`config.mk`:
```
export PLATFORM = sky130hd
export DESIGN_NAME = i2c_reg_bridge
export DESIGN_NICKNAME = d
export VERILOG_FILES = /design/src/rtl/i2c_reg_bridge.sv
export SDC_FILE = /design/constraint.sdc
export NUM_CORES = 1
export LEC_CHECK = 0
export CAP_MARGIN = 20
export CORE_MARGIN = 1.5
export CORE_UTILIZATION = 40
export DETAILED_ROUTE_END_ITERATION = 10
export DONT_BUFFER_PORTS = 1
export PLACE_DENSITY = 0.55
export RECOVER_POWER = 100
export REMOVE_ABC_BUFFERS = 1
export SLEW_MARGIN = 20
export SYNTH_ARGS = -nofsm -noshare
export SYNTH_HDL_FRONTEND = slang
export SYNTH_SLANG_ARGS = --single-unit
```
`constraint.sdc`:
```
create_clock -name clk -period 4 [get_ports clk]
set_input_delay 0.4 -clock clk [delete_from_list [all_inputs] [get_ports clk]]
set_output_delay 0.4 -clock clk [all_outputs]
set_load 0.01 [all_outputs]
```
`src/rtl/i2c_reg_bridge.sv`:
```
// Register bank fed by an I2C slave byte stream (pointer byte, then auto-incrementing data bytes)
// with a host-side read/write port onto the same registers.
module i2c_reg_bridge #(
  parameter int ADDR_W  = 4,
  parameter int TIMEOUT = 1000
) (
  input  logic              clk,
  input  logic              reset,
  input  logic [7:0]        rx_data,
  input  logic              rx_valid,
  input  logic              tx_req,
  output logic [7:0]        tx_data,
  input  logic [ADDR_W-1:0] host_addr,
  input  logic              host_we,
  input  logic [7:0]        host_wdata,
  output logic [7:0]        host_rdata,
  output logic              wr_strobe,
  output logic [ADDR_W-1:0] wr_addr,
  output logic [ADDR_W-1:0] ptr
);

  localparam int                NREG    = 1 << ADDR_W;
  localparam logic [15:0]       IDLE_TO = 16'(TIMEOUT);
  localparam logic [ADDR_W-1:0] PTR_ONE = ADDR_W'(1);

  typedef enum logic {
    S_PTR,
    S_DATA
  } state_t;

  state_t            state, state_nxt;
  logic              rx_prev, tx_prev;
  logic              rx_arm, tx_arm;
  logic              rx_evt, tx_evt;
  logic [7:0]        rx_byte;
  logic [15:0]       idle_cnt;
  logic [7:0]        regs [NREG];
  logic [ADDR_W-1:0] ptr_nxt;
  logic              data_we;
  logic              timed_out;
  logic              ptr_mode;

  // Arm flags block an edge until the input has been seen low, so a level
  // held high across reset never looks like a fresh byte.
  always_ff @(posedge clk) begin
    if (!reset) begin
      rx_prev <= 1'b0;
      tx_prev <= 1'b0;
      rx_arm  <= ~rx_valid;
      tx_arm  <= ~tx_req;
      rx_evt  <= 1'b0;
      tx_evt  <= 1'b0;
      rx_byte <= 8'h00;
    end else begin
      rx_prev <= rx_valid;
      tx_prev <= tx_req;
      rx_arm  <= rx_arm | ~rx_valid;
      tx_arm  <= tx_arm | ~tx_req;
      rx_evt  <= rx_valid & ~rx_prev & rx_arm;
      tx_evt  <= tx_req & ~tx_prev & tx_arm;
      if (rx_valid && !rx_prev) begin
        rx_byte <= rx_data;
      end
    end
  end

  assign timed_out = (idle_cnt == IDLE_TO);
  // A byte arriving on the very cycle the idle limit is reached is a pointer.
  assign ptr_mode  = (state == S_PTR) || timed_out;

  always_comb begin
    state_nxt = state;
    ptr_nxt   = ptr;
    data_we   = 1'b0;
    if (rx_evt) begin
      state_nxt = S_DATA;
      if (ptr_mode) begin
        ptr_nxt = rx_byte[ADDR_W-1:0];
      end else begin
        data_we = 1'b1;
        ptr_nxt = ptr + PTR_ONE;
      end
    end else if (tx_evt) begin
      ptr_nxt   = ptr + PTR_ONE;
      state_nxt = ptr_mode ? S_PTR : S_DATA;
    end else if (timed_out) begin
      state_nxt = S_PTR;
    end
  end

  always_ff @(posedge clk) begin
    if (!reset) begin
      state     <= S_PTR;
      ptr       <= '0;
      idle_cnt  <= 16'd0;
      wr_strobe <= 1'b0;
      wr_addr   <= '0;
    end else begin
      state     <= state_nxt;
      ptr       <= ptr_nxt;
      wr_strobe <= data_we;
      if (data_we) begin
        wr_addr <= ptr;
      end
      if (rx_evt || tx_evt) begin
        idle_cnt <= 16'd0;
      end else if (!timed_out) begin
        idle_cnt <= idle_cnt + 16'd1;
      end
    end
  end

  // I2C data write beats a host write to the same index.
  always_ff @(posedge clk) begin
    if (!reset) begin
      for (int i = 0; i < NREG; i++) begin
        regs[i] <= 8'h00;
      end
      host_rdata <= 8'h00;
    end else begin
      host_rdata <= regs[host_addr];
      if (host_we && !(data_we && (host_addr == ptr))) begin
        regs[host_addr] <= host_wdata;
      end
      if (data_we) begin
        regs[ptr] <= rx_byte;
      end
    end
  end

  assign tx_data = regs[ptr];

endmodule

```
==> results.md, run 1 <==
- The flow ran to the end, but the final reports show violations.
- The final reports fail on capacitance limit, slew limit.
- The worst setup path is captured at an output pin.
- Synthesis produced 932 cells.
- Counting the fill cells in the layout gives 2620.
- From synthesis to final layout, the design area changed by 2.56%.
- Buffers inserted to repair hold after CTS numbered 0.
- Summed over all layers, the routed wires come to 34.0 mm.
- For flop-to-flop paths, the worst setup slack is 0.59 ns.
- The die covers 28900 sq um.
- The CTS sink count is 180.
- The netlist uses 64 different library cells.
- The launch instance of the worst min-delay path is tx_req.
- Along the worst hold path, the cell count comes to 1.
- Across the VDD grid, the largest voltage drop is 0.242 mV.
- On the critical path, the stage with the largest delay is an instance of dfxtp_1.
- STA classifies the critical path startpoint as a flop.
- The total buffers and inverters traversed by the critical path is 1.
- The minimum setup slack after placement is 1.05 ns.
- Headroom to the max-slew limit came out at -0.0584.
- Clock tree synthesis inserted a total of 17 buffers.
- The number of synthesized register bits is 180.
- The sum of negative setup slack is 0 ns.
- Once the clock tree was built, the resizer swapped 0 gates to a different size.
- In the post-synthesis netlist, the biggest area contributors are edfxtp_1 34%, mux4_2 15%, dfxtp_1 9.3%.
- The share of total power in sequential cells is 0.510.
- The clock latency of the later-clocked register in the worst-skew pair is 0.44 ns.
- The via count of the first global-routing pass is 7673.
- The switching power total is 1.15 mW.
- Counting flops with an async set or reset pin after synthesis yields a share of 0.
- Once routing completed, OpenROAD measured the worst setup slack at 0.561 ns.
- Of the total power, the share spent switching nets is 0.266.
- Of all nets on the critical path, the largest fanout is 14.
- The count of cells in the finished layout, fillers not included, comes to 1252.
- Static timing analysis puts the maximum clock frequency at 291 MHz.
- The leakage power is 3.42 nW.
- Entering global routing, the biggest net connects 54 pins.
- The final-report hold violation count is 0.
- The clock share of power is 0.390.
- The largest single stage delay on the critical path is 1.04 ns.
- The final worst clock skew is 0.0153 ns.
- The share of synthesized area in the top cell type comes to 0.345.
- In the final routed layout, each cell accounts on average for 27.2 um.
- The number of placed cells counting well taps is 1219.
- 50 I/O pins were placed.
- Setup violations remaining at the end of the flow were counted as 0.
- After layout, the minimum clock period comes to 3.44 ns.
- Yosys mapped a number of flops with a built-in enable equal to 128.
- The global routing met1 resource utilization is 0.327.
- The die is 170 um wide.
- The data arrival time of the critical path is 3.04 ns.
- The fraction of power consumed by combinational cells is 0.101.
- The placer congestion estimate is 0.847.
- The met3 track utilization from global routing is 0.0449.
- The first global-routing pass estimated 50.1 mm of wire.
- The sequential standard cell area is 4880 sq um.
- The termination of the worst setup path is tx_data[2].
- The H-tree level count is 4.
- After detailed routing, the number of remaining DRC violations is 0.
- In the routed layout, each cell is associated on average with a via count of 6.41.
- Summed over all nets, the half-perimeter wirelength after detailed placement is 23.3 mm.
- After the first detailed-routing iteration, the DRC count stood at 840.
- The max-capacitance violation count is 2.
- Once layout is complete, the utilization of the core stands at 0.421.
- The overall track demand over capacity in global routing is 0.240.
- The most frequent cell on the critical path is mux4_2.
- The category of the most critical setup path is reg2out.
- During synthesis, Yosys emitted a total of 0 warnings.
- The routed via count is 8021.
- The number of port buffers is 0.
- In this run the number of cells on the critical path is 3.
- The remaining number of nets flagged by the antenna check after routing is 0.
- The tightest min-delay check is of the in2reg type.
- The total count of max-transition violations in the final report was 28.
- At the worst endpoint, the required time is 3.60 ns.
- The share of the yosys chip area belonging to registers is 0.438.
- The maximum buffer depth of the clock tree is 2.
- The total congestion overflow is 0.
- The height of the die is 170 um.
- The number of cell rows is 60.
- Setup repair after global routing left no endpoint under its margin.
- Dividing the final minimum period by the clock period gives 0.860.
- At the pin with the least slew margin, the transition time is 1.57 ns.
- The worst register-to-register path has a depth of 7.
- The root buffer cell chosen for the clock tree is clkbuf_16.
- The cell area power density is 378 nW/um^2.
- The initial antenna violation count is 1.
- Each instance of the synthesized netlist takes up on average 12.0 sq um.
- The most used flip-flop cell after synthesis is edfxtp_1.
- Grouping stages by cell kind, the critical path spends the most delay in multiplexers.
- The global-route track usage on met2 is 0.387.
- Traced cell by cell, the critical path runs through buf_4 -> mux4_2 -> mux4_2.
- met2 is the most crowded layer.
- The area of the mapped netlist is 11200 sq um.
- The startpoint identified for the worst register-to-register timing path is idle_cnt[0].
- The placeable core region is 27200 sq um.
- The first detailed-routing pass took 5 iterations.
- The clock slew seen by the registers of the worst setup and hold paths is 0.07 ns.
- For this run, the post-layout net count is 897.
- In the final layout, the multi-input gates occupy 5270 sq um.
- The initial core utilization is 0.410.
- In the final layout, the share of cells above drive strength 1 is 0.189.
- The worst register-to-register path ends at regs[9][3].
- Cell internal power was estimated by the tool at 3.17 mW.
- After clock tree synthesis, the setup repair step added 0 buffers.
- The synthesized design spends more area on one cell type than any other, namely edfxtp_1.
- Hold timing on the final database bottoms out at a slack of 0.0223 ns.
- The clock tree from TritonCTS is yes.
## cells by family after synthesis
group	Yosys count	synth area share
buffers and inverters	125	0.0779
AND/OR/NAND/NOR	325	0.154
flip-flops	180	0.438
AO/OA/AOI/OAI	196	0.154
adder cells (fa/ha/maj)	6	0.00673
multiplexers	88	0.160
XOR/XNOR	12	0.00943
## cell usage after synthesis, types with 4 or more instances
library cell and number:
nand2b_1 9, nand4_1 8, edfxtp_1 128, inv_1 8, o21ai_0 5, a21boi_0 13, nor3_2 4, ha_1 6
buf_2 18, o22ai_1 8, buf_1 10, nand2_1 89, a21oi_1 7, nor3_1 4, o211ai_1 10, nand3_1 143
nor2b_1 4, mux4_2 72, o311ai_0 4, buf_6 18, o311ai_4 4, o31ai_2 31, nor2_1 15, xor2_1 5
clkbuf_1 42, buf_4 5, and2_1 19, xnor2_1 7, o31ai_1 97, dfxtp_1 52, clkbuf_8 17, and3_1 7
mux2i_1 16
## state kept, by name (all words and copies together), names as in the netlist, named ones only
signal      count
wr_strobe       1
rx_arm          1
wr_addr         4
tx_arm          1
regs          128
rx_prev         1
ptr             4
idle_cnt       16
tx_prev         1
tx_evt          1
state           1
rx_byte         8
host_rdata      8
rx_evt          1
## routing by layer
| layer | vias up | routed length [um] | part of all wire |
|---|---|---|---|
| met5 | - | 0 | 0 |
| met4 | 0 | 804 | 0.024 |
| met3 | 49 | 3020 | 0.089 |
| met2 | 443 | 16100 | 0.47 |
| met1 | 4005 | 14100 | 0.42 |
| li1 | 3524 | - | - |
## stage by stage
stage / area (sq um) / total power, mW
2_1_floorplan: 10300 / 2.50
3_3_place_gp: 11100 / 2.68
3_5_place_dp: 11100 / 2.69
4_1_cts: 11600 / 4.36
5_1_grt: 11400 / 4.45
6_report: 11400 / 4.33
## cells in the final DEF (no fill, tap or decap), drive strengths merged, types with 12 or more instances in the layout
| cell | instances |
|---|---|
| o211ai | 12 |
| nor2 | 15 |
| and2 | 24 |
| o31ai | 130 |
| inv | 17 |
| mux2i | 16 |
| nand3 | 143 |
| clkbuf | 26 |
| mux4 | 72 |
| nand2 | 89 |
| a21boi | 13 |
| buf | 24 |
| edfxtp | 128 |
| dfxtp | 52 |
## worst min path at each step
| stage | endpoint |
|---|---|
| CTS | tx_arm |
| global route | rx_arm |
| detailed placement | tx_arm |
| global placement | tx_arm |
| floorplan | tx_arm |
| finish | tx_arm |
## layout make-up
type | count | share of cell area
Multi-Input combinational cell | 627 | 0.461
Sequential cell | 180 | 0.427
Tap cell | 372 | 0.0407
Clock buffer | 18 | 0.0375
Timing Repair Buffer | 32 | 0.0185
Clock inverter | 14 | 0.0123
Inverter | 8 | 0.00263
Antenna cell | 1 | 0.000219
## power by group through the flow
stage / logic [mW] / clock network (mW) / registers [mW]
2_1_floorplan: 0.298 / 0 / 2.20
3_3_place_gp: 0.442 / 0 / 2.24
3_5_place_dp: 0.445 / 0 / 2.24
4_1_cts: 0.446 / 1.71 / 2.20
5_1_grt: 0.460 / 1.77 / 2.22
6_report: 0.436 / 1.69 / 2.20
(Power assumes the default switching activity.)
==> inputs of run 2 (changes only) <==
Settings changed: RECOVER_POWER 100 to 50.
==> results.md, run 2 (same netlist as run 1, synthesis figures left out) <==
- The flow ran to the end, but the final reports show violations.
- The checks that failed: capacitance limit, slew limit.
- The maximum VDD drop came to 0.246 mV (+1.7%).
- The path class of the tightest hold or removal check is in2reg.
- The mean routed wirelength per cell is 27.2 um (about the same).
- The setup fix buffers added after clock tree synthesis is 0 (unchanged).
- The die width is 170 um (unchanged).
- The routed wire length is 34.0 mm (-0.14%).
- The maximum number of pins on one net before global-route repair came to 54 (unchanged).
- The total congestion overflow is 0 (unchanged).
- The height of the die is 170 um (unchanged).
- The biggest fanout along the worst timing path is 18 (+4).
- The post-layout net count is 897 (unchanged).
- The kind of end point of the critical path is a flop.
- The number of flip-flops in the largest register is 128 (unchanged).
- The register with the most flip-flops in the final layout is regs.
- The launch instance of the worst min-delay path is tx_req.
- The area overhead of the layout relative to synthesis is 3.71%.
- The count of cells along the worst hold path came to 1 (unchanged).
- The data arrival time of the critical path is 3.53 ns (+0.49 ns).
- The fraction of power consumed by combinational cells came to 0.102 (about the same).
- The number of antenna cells inserted is 0 (-1).
- The final worst clock skew is 0.0149 ns (-0.000445 ns).
- The DRC violation count after routing is 0 (unchanged).
- The minimum clock period was 3.46 ns (+0.0228 ns).
- The count of filler cells inserted in the layout is 2597 (-0.88%).
- The largest registers in the layout are regs: 128 flops, idle_cnt: 16 flops.
- The final-report setup violation count is 0 (unchanged).
- The CTS buffer count is 17 (unchanged).
- The post-cts repair resize count is 0 (unchanged).
- Traced cell by cell, the critical path runs through inv_1 -> ha_1 -> nor3b_1 -> and4_4 -> o311ai_2 -> buf_4 -> o211ai_1.
- The CTS sink count is 180 (unchanged).
- The max-capacitance violation count was 1 (-1).
- TritonCTS built the clock tree.
- The worst-case register-to-register setup slack is 0.54 ns (-0.05 ns).
- The upper clock frequency limit was 289 MHz (-0.66%).
- The share of total power in sequential cells was 0.508 (-0.002).
- The transition at the pin with the smallest max-transition slack is 1.57 ns (-0.000704 ns).
- The total count of max-transition violations in the final report is 17 (-39%).
- The number of cell rows was 60 (unchanged).
- In the layout the commonest cells are 143 x nand3_1, 128 x edfxtp_1, 98 x o31ai_1, 89 x nand2_1, 72 x mux4_2.
- The number of non-filler instances in the completed layout came to 1251 (-0.080%).
- The relative slew slack came to -0.0579 (+0.000475).
- The minimum setup slack after placement was 1.05 ns (unchanged).
- The cell area after layout is 11600 sq um (+1.1%).
- The initial antenna violation count is 1 (unchanged).
- The number of placed cells counting well taps was 1219 (unchanged).
- The via count of the first global-routing pass is 7673 (unchanged).
- The length of the first detailed-routing pass in iterations came to 8 (+3).
- The placeable core region is 27200 sq um (unchanged).
- Setup repair after global routing left no endpoint under its margin.
- The cell internal power dissipation is 3.18 mW (about the same).
- The overall track demand over capacity in global routing is 0.240 (unchanged).
- The endpoint of the worst-slack reg-to-reg timing path is regs[9][3].
- The final-report hold violation count is 0 (unchanged).
- The path depth of the worst reg2reg path is 7 (unchanged).
- The clock share of power is 0.390 (about the same).
- The final critical-path setup slack is 0.538 ns (-0.0228 ns).
- The cell area power density is 375 nW/um^2 (-0.88%).
- The share of the cycle needed by the critical path after routing is 0.866 (+0.00570).
- The global-route wire length before repair is 50.1 mm (unchanged).
- The critical path required time was 4.07 ns (+0.47 ns).
- The area of placed instances is 11100 sq um (unchanged).
- The routed via count was 8021 (unchanged).
- The initial detailed-routing violation count is 861 (+2.5%).
- The number of port buffers is 0 (unchanged).
- The switching share of total power is 0.268 (+0.00138).
- The slowest stage of the critical path belongs to the cell o211ai_1.
- The H-tree level count is 4 (unchanged).
- The placer congestion estimate is 0.847 (unchanged).
- The fraction of layout cells with a size suffix above 1 is 0.216 (+0.0273).
- The switching power total is 1.16 mW (+0.76%).
- The longest individual stage delay on the worst path was 0.75 ns (-0.29 ns).
- The critical register-to-register path startpoint is idle_cnt[0].
- For hold timing, the worst endpoint is tx_arm.
- The remaining number of nets flagged by the antenna check after routing came to 0 (unchanged).
- The cell chosen for the clock root is clkbuf_16.
- The commonest non-fill, non-tap cell in the layout is nand3_1.
- The clock latency of the later-clocked register in the worst-skew pair is 0.44 ns (about the same).
- The I/O pin total is 50 (unchanged).
- The category of the most critical setup path is reg2reg.
- The sum of negative setup slack was 0 ns (unchanged).
- The half-perimeter wire length after placement is 23.3 mm (unchanged).
- The maximum buffer depth of the clock tree is 2 (unchanged).
- The leakage power came to 3.47 nW (+1.4%).
- The mean number of vias per cell is 6.41 (about the same).
- The hold-fix buffer count after cts is 0 (unchanged).
- The clock slew seen by the registers of the worst setup and hold paths is 0.08 ns (about the same).
- The initial core utilization is 0.410 (unchanged).
- The area of the die is 28900 sq um (unchanged).
- The worst setup path is launched from a flop.
[run 2: cell count changes in the layout (fill, tap and decap cells not counted), moves of 3 or more]
cell,previous run,this run
o31ai_1,118,98
o31ai_2,11,30
buf_4,24,27
clkbuf_1,8,5
[run 2: how the worst max path moves through the flow]
stage / from / end / slack, ns / depth (start not counted)
after floorplan: idle_cnt[0] / regs[2][0] / 0.52 / 6
after global placement: idle_cnt[0] / regs[1][4] / 1.03 / 6
after detailed placement: rx_evt / regs[10][6] / 1.05 / 4
after CTS: flop / tx_data[6] / 0.87 / 3
after global routing: idle_cnt[0] / regs[9][3] / 0.44 / 7
final: idle_cnt[0] / regs[9][3] / 0.54 / 7
[run 2: layout make-up]
| class | instances | area (sq um) | area share |
|---|---|---|---|
| inverter | 8 | 30.0 | 0.00260 |
| multi-input combinational | 627 | 5390 | 0.466 |
| sequential | 180 | 4890 | 0.422 |
| tap | 372 | 465 | 0.0402 |
| clock buffer | 18 | 429 | 0.0371 |
| clock inverter | 14 | 140 | 0.0121 |
| timing repair buffer | 32 | 223 | 0.0193 |
[run 2: power groups by stage]
| stage | Combinational (mW) | Sequential [mW] | Clock [mW] |
|---|---|---|---|
| global placement | 0.442 | 2.24 | 0 |
| detailed placement | 0.445 | 2.24 | 0 |
| finish | 0.442 | 2.20 | 1.69 |
| floorplan | 0.298 | 2.20 | 0 |
| global route | 0.464 | 2.22 | 1.77 |
| CTS | 0.446 | 2.20 | 1.71 |
[run 2: stage by stage]
step	hold slack (ns)	utilization	power, mW
floorplan	0.417	-	2.50
global placement	0.429	0.407	2.68
detailed placement	0.435	0.407	2.69
CTS	0.00735	0.428	4.36
global route	0.00801	0.426	4.45
finish	0.0205	0.426	4.34
[run 2: per-layer routing]
layer	share of wire	wire length [um]	track usage
met1	0.42	14200	0.327
met5	0	0	0
met3	0.087	2940	0.0449
met2	0.47	16000	0.387
met4	0.027	904	0.0762
[run 2: critical path, delay by kind of cell (launching register included)]
kind / cells / cell delay, ns
AO/OA/AOI/OAI: 2 / 1.00
adder cells (fa/ha/maj): 1 / 0.16
buffers and inverters: 2 / 0.40
flip-flops: 1 / 0.35
AND/OR/NAND/NOR: 2 / 1.17
